$ cat config.mk
export PLATFORM = sky130hd
export DESIGN_NAME = round_timer_flat
export DESIGN_NICKNAME = d
export VERILOG_FILES = /design/src/rtl/round_timer_if.sv /design/src/rtl/round_timer.sv /design/src/flat_wrapper.sv
export SDC_FILE = /design/constraint.sdc
export NUM_CORES = 1
export LEC_CHECK = 0
export ABC_AREA = 1
export CAP_MARGIN = 0
export CORE_ASPECT_RATIO = 1.2
export CORE_MARGIN = 5
export CORE_UTILIZATION = 57
export DETAILED_ROUTE_END_ITERATION = 8
export GPL_TIMING_DRIVEN = 0
export HOLD_SLACK_MARGIN = 0.12
export PLACE_DENSITY = 0.79
export SLEW_MARGIN = 20
export SYNTH_ARGS = -nofsm -noshare
export SYNTH_HDL_FRONTEND = slang
export SYNTH_SLANG_ARGS = --single-unit
$ cat constraint.sdc
create_clock -name clk -period 5.9 [get_ports clk]
set_clock_uncertainty 0.1 [all_clocks]
set_input_delay 1.77 -clock clk [delete_from_list [all_inputs] [get_ports clk]]
set_output_delay 1.77 -clock clk [all_outputs]
set_load 0.005 [all_outputs]
$ cat src/rtl/round_timer_if.sv
// Round timer control/status bundle.
// master: game-control side (drives commands); slave: timer side.
interface round_timer_if #(
  parameter int WIDTH = 26
);
  logic [WIDTH-1:0] target;
  logic             load;
  logic             start;
  logic             pause;
  logic             abort;
  logic             periodic;
  logic             running;
  logic             paused;
  logic             hit_target;
  logic             done_pulse;
  logic [WIDTH-1:0] remaining;

  modport master (
    output target, load, start, pause, abort, periodic,
    input  running, paused, hit_target, done_pulse, remaining
  );

  modport slave (
    input  target, load, start, pause, abort, periodic,
    output running, paused, hit_target, done_pulse, remaining
  );
endinterface

$ cat src/rtl/round_timer.sv
// Programmable, pausable, retriggerable round timer.
// Ports: clk, reset (sync, active-high), tmr (round_timer_if.slave).
module round_timer #(
  parameter int          WIDTH          = 26,
  parameter int unsigned DEFAULT_TARGET = 46875000
) (
  input  logic        clk,
  input  logic        reset,
  round_timer_if.slave tmr
);

  localparam logic [WIDTH-1:0] DEF_T = DEFAULT_TARGET[WIDTH-1:0];
  localparam logic [WIDTH-1:0] ONE   = WIDTH'(1);

  typedef enum logic [1:0] {
    IDLE,
    RUN,
    PAUSE,
    DONE
  } state_e;

  state_e           state_q, state_d;
  logic [WIDTH-1:0] cnt_q, cnt_d;
  logic [WIDTH-1:0] tgt_q, tgt_d;
  logic             done_q, done_d;

  logic [WIDTH-1:0] eff_t;
  logic             term;

  // A zero target behaves as a one-cycle period.
  assign eff_t = (tgt_q == '0) ? ONE : tgt_q;
  assign term  = (cnt_q == eff_t - ONE);

  always_ff @(posedge clk) begin
    if (reset) begin
      state_q <= IDLE;
      cnt_q   <= '0;
      tgt_q   <= DEF_T;
      done_q  <= 1'b0;
    end else begin
      state_q <= state_d;
      cnt_q   <= cnt_d;
      tgt_q   <= tgt_d;
      done_q  <= done_d;
    end
  end

  always_comb begin
    state_d = state_q;
    cnt_d   = cnt_q;
    tgt_d   = tgt_q;
    done_d  = 1'b0;
    unique case (state_q)
      IDLE, DONE: begin
        if (tmr.load) tgt_d = tmr.target;
        if (tmr.abort) begin
          state_d = IDLE;
          cnt_d   = '0;
        end else if (tmr.start) begin
          state_d = RUN;
          cnt_d   = '0;
        end
      end
      RUN, PAUSE: begin
        if (tmr.abort) begin
          state_d = IDLE;
          cnt_d   = '0;
        end else if (tmr.start) begin
          state_d = RUN;
          cnt_d   = '0;
        end else if (tmr.pause) begin
          // Frozen: no increment and no terminal detection.
          state_d = PAUSE;
        end else if (term) begin
          // The release cycle counts like a RUN cycle, so the
          // period grows by exactly the number of paused cycles.
          state_d = tmr.periodic ? RUN : DONE;
          cnt_d   = '0;
          done_d  = 1'b1;
        end else begin
          state_d = RUN;
          cnt_d   = cnt_q + ONE;
        end
      end
      default: begin
        state_d = IDLE;
        cnt_d   = '0;
      end
    endcase
  end

  always_comb begin
    tmr.remaining = eff_t - cnt_q;
    unique case (state_q)
      IDLE:    tmr.remaining = eff_t;
      DONE:    tmr.remaining = '0;
      default: tmr.remaining = eff_t - cnt_q;
    endcase
  end

  assign tmr.running    = (state_q == RUN);
  assign tmr.paused     = (state_q == PAUSE);
  assign tmr.hit_target = (state_q == IDLE) || (state_q == DONE);
  assign tmr.done_pulse = done_q;

endmodule

$ cat src/flat_wrapper.sv
// flat-port wrapper written by rule: the top's interface ports become plain ports
module round_timer_flat 
#(
  parameter int          WIDTH          = 26,
  parameter int unsigned DEFAULT_TARGET = 46875000
)
  (clk, reset, tmr_target, tmr_load, tmr_start, tmr_pause, tmr_abort, tmr_periodic, tmr_running, tmr_paused, tmr_hit_target, tmr_done_pulse, tmr_remaining);
  round_timer_if #(.WIDTH(WIDTH)) tmr_i ();
  input  logic clk;
  input  logic reset;
  input wire logic [$bits(tmr_i.target)-1:0] tmr_target;
  input wire logic [$bits(tmr_i.load)-1:0] tmr_load;
  input wire logic [$bits(tmr_i.start)-1:0] tmr_start;
  input wire logic [$bits(tmr_i.pause)-1:0] tmr_pause;
  input wire logic [$bits(tmr_i.abort)-1:0] tmr_abort;
  input wire logic [$bits(tmr_i.periodic)-1:0] tmr_periodic;
  output wire logic [$bits(tmr_i.running)-1:0] tmr_running;
  output wire logic [$bits(tmr_i.paused)-1:0] tmr_paused;
  output wire logic [$bits(tmr_i.hit_target)-1:0] tmr_hit_target;
  output wire logic [$bits(tmr_i.done_pulse)-1:0] tmr_done_pulse;
  output wire logic [$bits(tmr_i.remaining)-1:0] tmr_remaining;
  assign tmr_i.target = tmr_target;
  assign tmr_i.load = tmr_load;
  assign tmr_i.start = tmr_start;
  assign tmr_i.pause = tmr_pause;
  assign tmr_i.abort = tmr_abort;
  assign tmr_i.periodic = tmr_periodic;
  assign tmr_running = tmr_i.running;
  assign tmr_paused = tmr_i.paused;
  assign tmr_hit_target = tmr_i.hit_target;
  assign tmr_done_pulse = tmr_i.done_pulse;
  assign tmr_remaining = tmr_i.remaining;
  round_timer #(.WIDTH(WIDTH), .DEFAULT_TARGET(DEFAULT_TARGET)) u_core (.clk(clk), .reset(reset), .tmr(tmr_i));
endmodule
---- Yosys cells after proc, flatten, opt, wreduce, memory -nomap -nowiden ----
Index checks and enable logic that the tools add are counted.
operators by class
  add/sub/neg operators ................... 3
  eq/ne operators ......................... 6
  mux-type cells .......................... 18
  bitwise logic cells ..................... 1
  reductions and logical operators ........ 8
operators by type and width
  cell                     number
  $mux W26                 7
  $pmux W26 S2             2
  $add A26 B1 Y26 const B  1
  $eq A26 B26 Y1           1
  $logic_not A26 Y1        1
  $sub A26 B1 Y26 const B  1
  $sub A26 B26 Y26         1
  $mux W2                  7
  $reduce_or A5 Y1         1
  $eq A2 B2 Y1 const B     2
  $ne A4 B4 Y1 const B     1
  $pmux W2 S2              1
  $reduce_and A2 Y1        2
  $reduce_or A2 Y1         2
  $ne A3 B3 Y1 const B     1
  $eq A2 B1 Y1 const B     1
  $logic_not A2 Y1         1
  $logic_or A1 B1 Y1       1
  $mux W1                  1
  $not A1 Y1               1
word-level totals
  flip-flop bits (word level) ............. 55
  input bits .............................. 33
  output and inout bits ................... 30
  logic and storage cells ................. 40

---- Depth between registers and ports, before layout ----
Gate-level depths: netlist of run 1.
  depth in word-level cells ............... 9
  depth in mapped cells ................... 23

---- Least setup slack after synthesis of run 1 ----
No wires, ideal clock.
  path type ............................... reg2out
  from .................................... register u_core.tgt_q[8]
  to ...................................... output port tmr_remaining[22]
  arrival ................................. 3.225 ns
  required time ........................... 4.030 ns
  slack ................................... 0.805 ns
  stages on the path, launching flop included .. 23
  path through ............................ dfxtp_1 > nor2_1 > nand2_1 > nor2_2 > nand2_1 > nor2_2 > nor2_2 > buf_6 > ha_1 > fa_1 > inv_1 > nand3_1 > a21oi_1 > nor2_1 > o21ai_1 > a21boi_1 > o21ai_0 > a21boi_1 > o21ai_0 > nand2_1 > nand3b_1 > nand3_1 > nand2_1
on the way
  longest elaborated chain between the ends .. 4
ends and longest elaborated chain
  item                    line                RTL
  start, declared         round_timer.sv:24   logic [WIDTH-1:0] tgt_q, tgt_d;
  start signal, assigned  round_timer.sv:43   tgt_q <= tgt_d;
  $logic_not A26 Y1       round_timer.sv:31   assign eff_t = (tgt_q == '0) ? ONE : tgt_q;
  $mux W26 (*)            round_timer.sv:31
  $sub A26 B26 Y26        --
  $pmux W26 S2 (*)        round_timer.sv:94   unique case (state_q)
  end, declared           flat_wrapper.sv:21  output wire logic [$bits(tmr_i.remaining)-1:0] tmr_remaining;
Every way passes the cells marked *; elsewhere a longest branch is shown, timed or not.

---- Final worst setup path of run 1 ----
  from .................................... register u_core.tgt_q[10]
  to ...................................... output port tmr_remaining[16]
Same word-level chain as after synthesis.

==> impl_metrics.yaml, run 1 <==
finish:
  final_common_cell: "nand2_1"
  finalNonFillerCells: 1058
  final_cell_mix: "nand2_1 (193), inv_1 (95), a21oi_1 (68)"
  area_delta_synth_final_pct: 26.0
  final_area_um2: 6500
  insertedDiodeCount: 0
  final_layout_size_suffix_gt1_share_pct: 12.3
  finish.utilization_pct: 72.7
  fin_nets: 1001
hold_path:
  min_to: "u_core.cnt_q[4]"
  holdPathStages: 2
  worstHoldStart: "u_core.cnt_q[4]"
  min_path_type: "reg2reg"
critical_path:
  r2r_end: "u_core.cnt_q[14]"
  worst-path-buf-inv: 5
  endpoint_kind: "output port"
  cp.depth: 24
  crit_path_start_kind: "flop"
  crit_chain: "nor2_4 > nand2_2 > nor2_4 > nand2_1 > nor2_2 > nor2_2 > buf_6 > ha_4 > fa_1 > inv_2 > nand3_2 > a21oi_2 > nor2_2 > o21ai_2 > a21boi_2 > o21ai_2 > a21boi_2 > buf_4 > o21ai_4 > buf_4 > nand2_1 > nand2_1 > o22ai_1 > dlygate4sd2_1"
  crit_required_ns: 4.03
  crit_fanout: 11
  cp.arrival_ns: 3.86
  path_class: "reg2out"
  r2r-start: "u_core.tgt_q[14]"
  reg2reg_slack_ns: 2.37
  crit_family: "compound AO/OA/AOI/OAI gates"
  r2r_cells: 19
  slowest_stage: "dfxtp_4"
  max_stage_delay_ns: 0.39
cts:
  clock_latency_ns: 0.32
  holdBufCountCts: 0
  cts_max_path_buffers: 2
  numCtsBuffers: 5
  cts_max_level: 2
  root_buffer: "clkbuf_8"
  clkSinkCount: 55
  cts_tree: "built"
  clkTransAtPathRegs_ns: 0.11
placement:
  placed_area_um2: 5920
  port_buffers: 61
  dpl.hpwl_mm: 13.7
  dpl.cell_count: 1017
  finalWeightedCongestion: 0.982
logic_synthesis:
  synth_seq_area_share_pct: 21.3
  synthDistinctLibCells: 39
  yosysWarnings: 0
  ys_seq_elements: 55
  avgSynthCellArea_um2: 6.17
  syn_nets: 900
  syn_inst: 836
  synth_area_um2: 5160
power:
  peakVddDrop_uv: 108
  power_density_nw_per_um2: 164
  p_leak_nw: 2.53
outcome:
  outcome: "finished, final reports clean"
detailed_routing:
  drc_errors: 0
  routed_via_density: 5.86
  firstDrtPassIters: 5
  vias: 6205
  drtAntennaViolNets: 0
  routedWlPerCell_um: 17.2
  first_iter_violations: 465
  wirelength_mm: 18.2
grt:
  antenna_found_initial: 0
  grt_start_max_net_pins: 17
  track_usage_pct: 32.0
  grt_pass1_vias: 6020
  grt_pass1_wl_mm: 28.9
  gr-total-overflow: 0
floorplanning:
  initial_utilization_pct: 57.7
  floorplan.die_area_um2: 11100
  core-area_um2: 8940
  die_y_um: 114
  die_x_um: 96.8
  rows: 38
  pin_count: 63
run:
  maxCapViolations: 0
sta:
  clock.fmax_mhz: 175
  hold_viol_final: 0
  finalCritPeriodShare_pct: 97.1
  slew_headroom_pct: 47.9
  final_max_slew_viol_count: 0
  max_slew.worst_pin.slew_ns: 0.779
  finalSetupViolCount: 0
  period_minus_slack_ns: 5.73
final cells by class:
cell class              count  area, µm²
multi-input cells         635       3650
fillers                   773       2440
flip-flops and latches     55       1170
repair buffers             94        860
inverters                  98        368
plain buffers              48        203
well taps                 120        150
clock buffers               7       86.3
clock inverters             1       8.76
flip-flops by register name, summed over array words and instances (netlist names):
register               count
u_core.cnt_q              26
u_core.tgt_q              26
u_core.state_q             2
u_core.tmr.done_pulse      1
worst min-delay path, stage by stage, from the launching register on:
cell	delay (ns)
dfxtp_1	0.35
nand2_1	0.07
a21oi_1	0.06
synthesized netlist by cell type, drive strengths merged:
master  count  area, µm²
a211oi      1       7.51
a21boi      2       15.0
a21o        2       15.0
a21oi      71        355
a221oi      1       8.76
a31oi       2       12.5
buf         4       37.5
clkbuf     44        165
clkinv      1       3.75
dfxtp      55       1100
fa          1       20.0
ha         30        375
inv        97        364
nand2     198        746
nand3      53        278
nand3b      9       67.6
nand4      36        240
nor2       78        318
nor3       16       85.1
nor4        8       80.1
o211ai     10       75.1
o21a        2       15.0
o21ai      55        275
o21bai      2       15.0
o22ai       9       56.3
o31ai       1       7.51
or2         1       6.26
xnor2      14        123
xor2       33        289
timing repair:
| action | CTS | global route |
|---|---|---|
| buffers inserted | 21 | 12 |
| endpoints found under the setup margin | 13 | 11 |
| pin swaps | 10 | 14 |
| gates resized for setup | 67 | 25 |
per-stage QoR:
step	TNS, ns	hold slack (ns)	total power [mW]	setup WS (ns)
finish	0	0.411	1.07	0.171
global route	-0.0179	0.446	1.12	-0.0179
CTS	0	0.403	1.04	0.00348
floorplan	0	0.371	0.634	0.805
detailed placement	-2.48	0.387	0.778	-0.569
global placement	-2.30	0.391	0.769	-0.534
power breakdown:
group	switching, mW	internal (mW)
clock network	0.136	0.0968
registers	0.0312	0.388
logic	0.226	0.188
cells by family (layout without fill, tap and decap cells):
| logic type | after synthesis | in the layout | synth area share [%] |
|---|---|---|---|
| buffers and inverters | 146 | 248 | 11.1 |
| XOR/XNOR | 47 | 47 | 7.98 |
| adder cells (fa/ha/maj) | 31 | 31 | 7.67 |
| flip-flops | 55 | 55 | 21.3 |
| AND/OR/NAND/NOR | 399 | 399 | 35.3 |
| AO/OA/AOI/OAI | 158 | 158 | 16.6 |
worst max-delay path by stage:
stage | slack [ns] | start | end
after floorplan | 0.80 | u_core.tgt_q[8] | tmr_remaining[22]
after global placement | -0.53 | u_core.tgt_q[12] | tmr_remaining[24]
after global routing | -0.02 | u_core.tgt_q[10] | tmr_remaining[24]
after detailed placement | -0.57 | u_core.tgt_q[12] | tmr_remaining[24]
final | 0.17 | u_core.tgt_q[10] | tmr_remaining[16]
after CTS | 0.003 | u_core.tgt_q[16] | tmr_remaining[22]
layer usage:
metal | up-vias | routed length (µm) | GRT usage [%]
met1 | 2885 | 7150 | 35.9
met3 | 81 | 925 | 3.78
met5 | - | 0 | 0
met4 | 0 | 1110 | 19.3
li1 | 2971 | - | -
met2 | 268 | 9070 | 58.0
(Power assumes the default switching activity.)
==> run 2, diff against run 1 <==
--- a/config.mk
+++ b/config.mk
@@ -8,12 +8,14 @@
 export ABC_AREA = 1
 export CAP_MARGIN = 0
 export CORE_ASPECT_RATIO = 1.2
-export CORE_MARGIN = 5
-export CORE_UTILIZATION = 57
+export CORE_MARGIN = 2
+export CORE_UTILIZATION = 59
+export CTS_BUF_LIST = sky130_fd_sc_hd__clkbuf_2 sky130_fd_sc_hd__clkbuf_4 sky130_fd_sc_hd__clkbuf_8
 export DETAILED_ROUTE_END_ITERATION = 8
 export GPL_TIMING_DRIVEN = 0
 export HOLD_SLACK_MARGIN = 0.12
-export PLACE_DENSITY = 0.79
+export PLACE_DENSITY = 0.82
+export SKIP_CTS_REPAIR_TIMING = 1
 export SLEW_MARGIN = 20
 export SYNTH_ARGS = -nofsm -noshare
 export SYNTH_HDL_FRONTEND = slang
==> run 2 against run 1 <==
Net effect:
- the run now ends with negative setup slack left
- utilization grew 2.0 points
- setup slack lost 0.21 ns
- critical path depth shrank 1
- routed wire length shrank 4.3%
- clock-buffer cell count is the same
- critical path type unchanged
- register-to-register slack gained 0.02 ns
- die area shrank 14%
- clock power grew 4%
- highest routed layer unchanged
- non-clock buffer count shrank 19
==> impl_metrics.yaml, run 2 (same netlist as run 1, synthesis figures left out) <==
grt:
  antenna_found_initial: 0
  gr-total-overflow: 0
  track_usage_pct: 35.9
  grt_pass1_wl_mm: 26.6
  grt_pass1_vias: 5676
  grt_start_max_net_pins: 17
finish:
  final_area_um2: 6360
  insertedDiodeCount: 0
  fin_nets: 982
  final_common_cell: "nand2_1"
  area_delta_synth_final_pct: 23.4
  final_cell_mix: "nand2_1 (195), inv_1 (95), a21oi_1 (67)"
  finish.utilization_pct: 74.7
  final_layout_size_suffix_gt1_share_pct: 10.4
  reg_top3: "u_core.cnt_q x26, u_core.tgt_q x26, u_core.state_q x2"
cts:
  clkTransAtPathRegs_ns: 0.11
  cts_tree: "built"
  cts_max_level: 2
  numCtsBuffers: 5
  root_buffer: "clkbuf_8"
  clkSinkCount: 55
  clock_latency_ns: 0.32
  cts_max_path_buffers: 2
power:
  p_leak_nw: 2.46
  peakVddDrop_uv: 142
  power_density_nw_per_um2: 167
sta:
  final_max_slew_viol_count: 0
  grt_setup_unrepaired: "true"
  fin_ws_ns: -0.0355
  finalCritPeriodShare_pct: 101
  finalSetupViolCount: 1
  hold_viol_final: 0
  slew_headroom_pct: 48.5
  clock.fmax_mhz: 168
  max_slew.worst_pin.slew_ns: 0.773
  period_minus_slack_ns: 5.94
critical_path:
  endpoint_kind: "output port"
  crit_path_start_kind: "flop"
  path_class: "reg2out"
  crit_required_ns: 4.03
  crit_fanout: 11
  cp.arrival_ns: 4.07
detailed_routing:
  drtAntennaViolNets: 0
  routed_via_density: 5.88
  routed.top_layer: "met4"
  wl_met3_mm: 1.17
  wl_met2_mm: 8.42
  routedWlPerCell_um: 16.9
  drc_errors: 0
  firstDrtPassIters: 5
  vias: 6096
  wirelength_met1_mm: 6.81
  wirelength_mm: 17.5
  first_iter_violations: 501
outcome:
  violations: "negative setup slack"
  outcome: "finished, violations left"
floorplanning:
  floorplan.die_area_um2: 9510
  initial_utilization_pct: 60.5
  pin_count: 63
  rows: 37
  die_y_um: 106
  core-area_um2: 8520
  die_x_um: 89.4
placement:
  placed_area_um2: 5920
  port_buffers: 61
  dpl.hpwl_mm: 13.7
  finalWeightedCongestion: 0.944
run:
  maxCapViolations: 0
hold_path:
  min_path_type: "reg2reg"
-- run 2: cell types whose count changed in the layout (fill, tap and decap cells not counted), sizes merged --
cell,before,now
buf,37,18
clkdlybuf4s50,56,57
clkinv,2,1
clkinvlp,0,1
dlygate4sd2,3,0
dlymetal6s2s,2,4
-- run 2: critical path, stage by stage (launching register included) --
cell,delay [ns]
dfxtp_4,0.38
nor2_4,0.14
nand2_2,0.09
nor2_2,0.13
nand2_1,0.07
nor2_2,0.13
nor2_2,0.06
buf_6,0.15
ha_2,0.19
fa_2,0.34
inv_2,0.08
nand3_2,0.10
a21oi_4,0.17
nor2_2,0.06
o21ai_2,0.19
a21boi_2,0.10
o21ai_2,0.22
a21boi_4,0.11
o21ai_4,0.17
nand2_1,0.09
nand3b_1,0.09
nand3_1,0.07
nand2_1,0.08
clkdlybuf4s50_1,0.50
-- run 2: per-layer routing --
metal | vias to the layer above | track usage, %
li1 | 2930 | -
met1 | 2759 | 40.9
met2 | 328 | 61.3
met3 | 79 | 5.12
met4 | 0 | 21.7
met5 | - | 0
-- run 2: final cells by class --
cell class / count / area, µm²
Multi-Input combinational cell: 635 / 3660
Fill cell: 709 / 2150
Sequential cell: 55 / 1150
Timing Repair Buffer: 75 / 726
Inverter: 98 / 368
Buffer: 48 / 203
Tap cell: 117 / 146
Clock buffer: 7 / 96.3
Clock inverter: 1 / 7.51
-- run 2: where the power goes --
| part | switching, mW | internal [mW] | leakage, nW |
|---|---|---|---|
| clock network | 0.135 | 0.107 | 0.0505 |
| registers | 0.0338 | 0.389 | 0.454 |
| logic | 0.221 | 0.181 | 1.96 |
| total | 0.389 | 0.677 | 2.46 |
-- run 2: worst paths after layout --
check	start	slack, ns	cells after the start	to
setup / recovery	u_core.tgt_q[8]	-0.04	23	tmr_remaining[22]
hold / removal	u_core.cnt_q[4]	0.40	2	u_core.cnt_q[4]
setup reg to reg	u_core.tgt_q[3]	2.39	19	u_core.cnt_q[1]
hold reg to reg	u_core.cnt_q[4]	0.40	2	u_core.cnt_q[4]
-- run 2: metrics by stage --
stage                     hold slack, ns  setup WS (ns)  setup TNS (ns)  power (mW)  instances
after floorplan                    0.371          0.805               0       0.634        836
after CTS                          0.409         -0.876           -6.18        1.02       1022
final                              0.404        -0.0355         -0.0355        1.07       1036
after detailed placement           0.394         -0.472           -2.20       0.778       1014
after global placement             0.392         -0.439           -1.98       0.767       1014
after global routing               0.438         -0.213          -0.406        1.12       1036
==> run 3, diff against run 2 <==
--- a/config.mk
+++ b/config.mk
@@ -12,11 +12,11 @@
 export CORE_UTILIZATION = 59
 export CTS_BUF_LIST = sky130_fd_sc_hd__clkbuf_2 sky130_fd_sc_hd__clkbuf_4 sky130_fd_sc_hd__clkbuf_8
 export DETAILED_ROUTE_END_ITERATION = 8
-export GPL_TIMING_DRIVEN = 0
 export HOLD_SLACK_MARGIN = 0.12
-export PLACE_DENSITY = 0.82
+export PLACE_DENSITY = 0.84
 export SKIP_CTS_REPAIR_TIMING = 1
 export SLEW_MARGIN = 20
 export SYNTH_ARGS = -nofsm -noshare
 export SYNTH_HDL_FRONTEND = slang
 export SYNTH_SLANG_ARGS = --single-unit
+export TNS_END_PERCENT = 50
==> run 3 against run 2 <==
Net effect:
- the flow now finishes without violations
- flip-flop and latch count unchanged
- routed wire length down 0.40%
- hold slack better by 0.014 ns
- final area down 2.9%
- final cell count down 2.8%
- first-iteration DRC count up 11%
- register-to-register slack worse by 0.12 ns
- setup slack better by 0.17 ns
==> impl_metrics.yaml, run 3 (same netlist as run 1, synthesis figures left out) <==
grt:
  grt_pass1_wl_mm: 26.2
  antenna_found_initial: 0
  gr-total-overflow: 0
  track_usage_pct: 35.5
  grt_start_max_net_pins: 31
  grt_pass1_vias: 5581
sta:
  clock.fmax_mhz: 173
  finalCritPeriodShare_pct: 97.8
  final_max_slew_viol_count: 0
  timing.hold.ws_ns: 0.418
  max_slew.worst_pin.slew_ns: 0.887
  tns_ns: 0
  hold_viol_final: 0
  slew_headroom_pct: 40.7
  finalSetupViolCount: 0
  period_minus_slack_ns: 5.77
floorplanning:
  initial_utilization_pct: 60.5
  rows: 37
  die_x_um: 89.4
  core-area_um2: 8520
  die_y_um: 106
  floorplan.die_area_um2: 9510
  pin_count: 63
cts:
  clkSinkCount: 55
  cts_tree: "built"
  clock_latency_ns: 0.32
  cts_max_path_buffers: 2
  root_buffer: "clkbuf_8"
  numCtsBuffers: 5
  cts_max_level: 2
  clkTransAtPathRegs_ns: 0.10
power:
  switching_share_pct: 36.6
  power.share.clock_pct: 21.7
  power.switching_uw: 379
  p_comb_share_pct: 39.0
  power_density_nw_per_um2: 167
  p_leak_nw: 2.44
  power_mw: 1.03
  peakVddDrop_uv: 109
  power_frac_seq_pct: 39.4
  p_int_uw: 655
outcome:
  outcome: "finished, final reports clean"
detailed_routing:
  routed.top_layer: "met4"
  wirelength_met1_mm: 6.50
  first_iter_violations: 556
  wl_met2_mm: 8.90
  wirelength_mm: 17.4
  drc_errors: 0
  drtAntennaViolNets: 0
  wl_met3_um: 830
  routedWlPerCell_um: 17.3
  routed_via_density: 5.91
  firstDrtPassIters: 6
  vias: 5953
finish:
  reg_top3: "u_core.cnt_q x26, u_core.tgt_q x26, u_core.state_q x2"
  final_common_cell: "nand2_1"
  finish.utilization_pct: 72.6
  insertedDiodeCount: 0
  final_layout_size_suffix_gt1_share_pct: 10.4
  final_cell_mix: "nand2_1 (195), inv_1 (95), a21oi_1 (69)"
  fin_nets: 953
  final_area_um2: 6180
  area_delta_synth_final_pct: 19.9
placement:
  dpl.hpwl_mm: 13.5
  placed_area_um2: 5920
  finalWeightedCongestion: 0.991
  port_buffers: 62
run:
  maxCapViolations: 0
hold_path:
  min_path_type: "reg2reg"
critical_path:
  crit_required_ns: 4.03
  crit_fanout: 4
  crit_path_start_kind: "flop"
  cp.arrival_ns: 3.90
  path_class: "reg2out"
  endpoint_kind: "output port"
-- run 3: cell types whose count changed in the layout (fill, tap and decap cells not counted), moves of 3 or more --
cell | previous run | this run
dfxtp_1 | 32 | 44
nor2_4 | 10 | 6
clkdlybuf4s50_1 | 57 | 60
buf_4 | 14 | 32
dfxtp_2 | 13 | 9
buf_6 | 3 | 0
nor2_2 | 9 | 13
clkbuf_1 | 44 | 0
dfxtp_4 | 10 | 2
-- run 3: final timing paths --
check,slack [ns],cells past startpoint,from,to
worst max-delay path,0.13,20,u_core.tgt_q[17],tmr_remaining[16]
worst min-delay path,0.42,2,u_core.cnt_q[4],u_core.cnt_q[4]
worst max register to register,2.27,18,u_core.tgt_q[2],u_core.cnt_q[12]
worst min register to register,0.42,2,u_core.cnt_q[4],u_core.cnt_q[4]
-- run 3: cell type report --
class                   count  area, µm²
multi-input cells         635       3590
inverters                  98        368
fillers                   768       2330
flip-flops and latches     55       1120
well taps                 117        146
clock buffers               6       76.3
repair buffers             94        866
clock inverters             2       12.5
-- run 3: per-stage QoR --
| step | std cells | setup WS, ns |
|---|---|---|
| 3_5_place_dp | 993 | -0.00429 |
| 5_1_grt | 1007 | -0.0808 |
| 4_1_cts | 1001 | -0.364 |
| 6_report | 1007 | 0.133 |
| 3_3_place_gp | 993 | 0.142 |
| 2_1_floorplan | 836 | 0.805 |
-- run 3: worst max-delay path, stage by stage (launching register included) --
cell and delay (ns):
dfxtp_4 0.38, nor2_4 0.12, nand2_1 0.07, nor2_2 0.15, nand2_1 0.10, nor2_2 0.12
nor2_2 0.05, ha_2 0.19, fa_1 0.37, inv_2 0.08, nand3_2 0.08, a21oi_2 0.19
nor2_2 0.07, o21ai_2 0.17, a21boi_2 0.10, o21ai_2 0.21, a21boi_2 0.12, o21ai_2 0.23
nor2_1 0.06, o22ai_1 0.16, clkdlybuf4s50_1 0.56
-- run 3: per-layer routing --
layer | up-vias | GRT usage, %
met2 | 245 | 63.8
met3 | 73 | 4.11
li1 | 2865 | -
met5 | - | 0
met1 | 2770 | 38.2
met4 | 0 | 21.9
-- run 3: power groups by stage --
stage / registers [mW] / logic (mW) / clock network [mW]
after floorplan: 0.414 / 0.220 / 0
after global placement: 0.409 / 0.372 / 0
after detailed placement: 0.410 / 0.378 / 0
after CTS: 0.402 / 0.380 / 0.220
after global routing: 0.408 / 0.438 / 0.235
final: 0.407 / 0.403 / 0.224
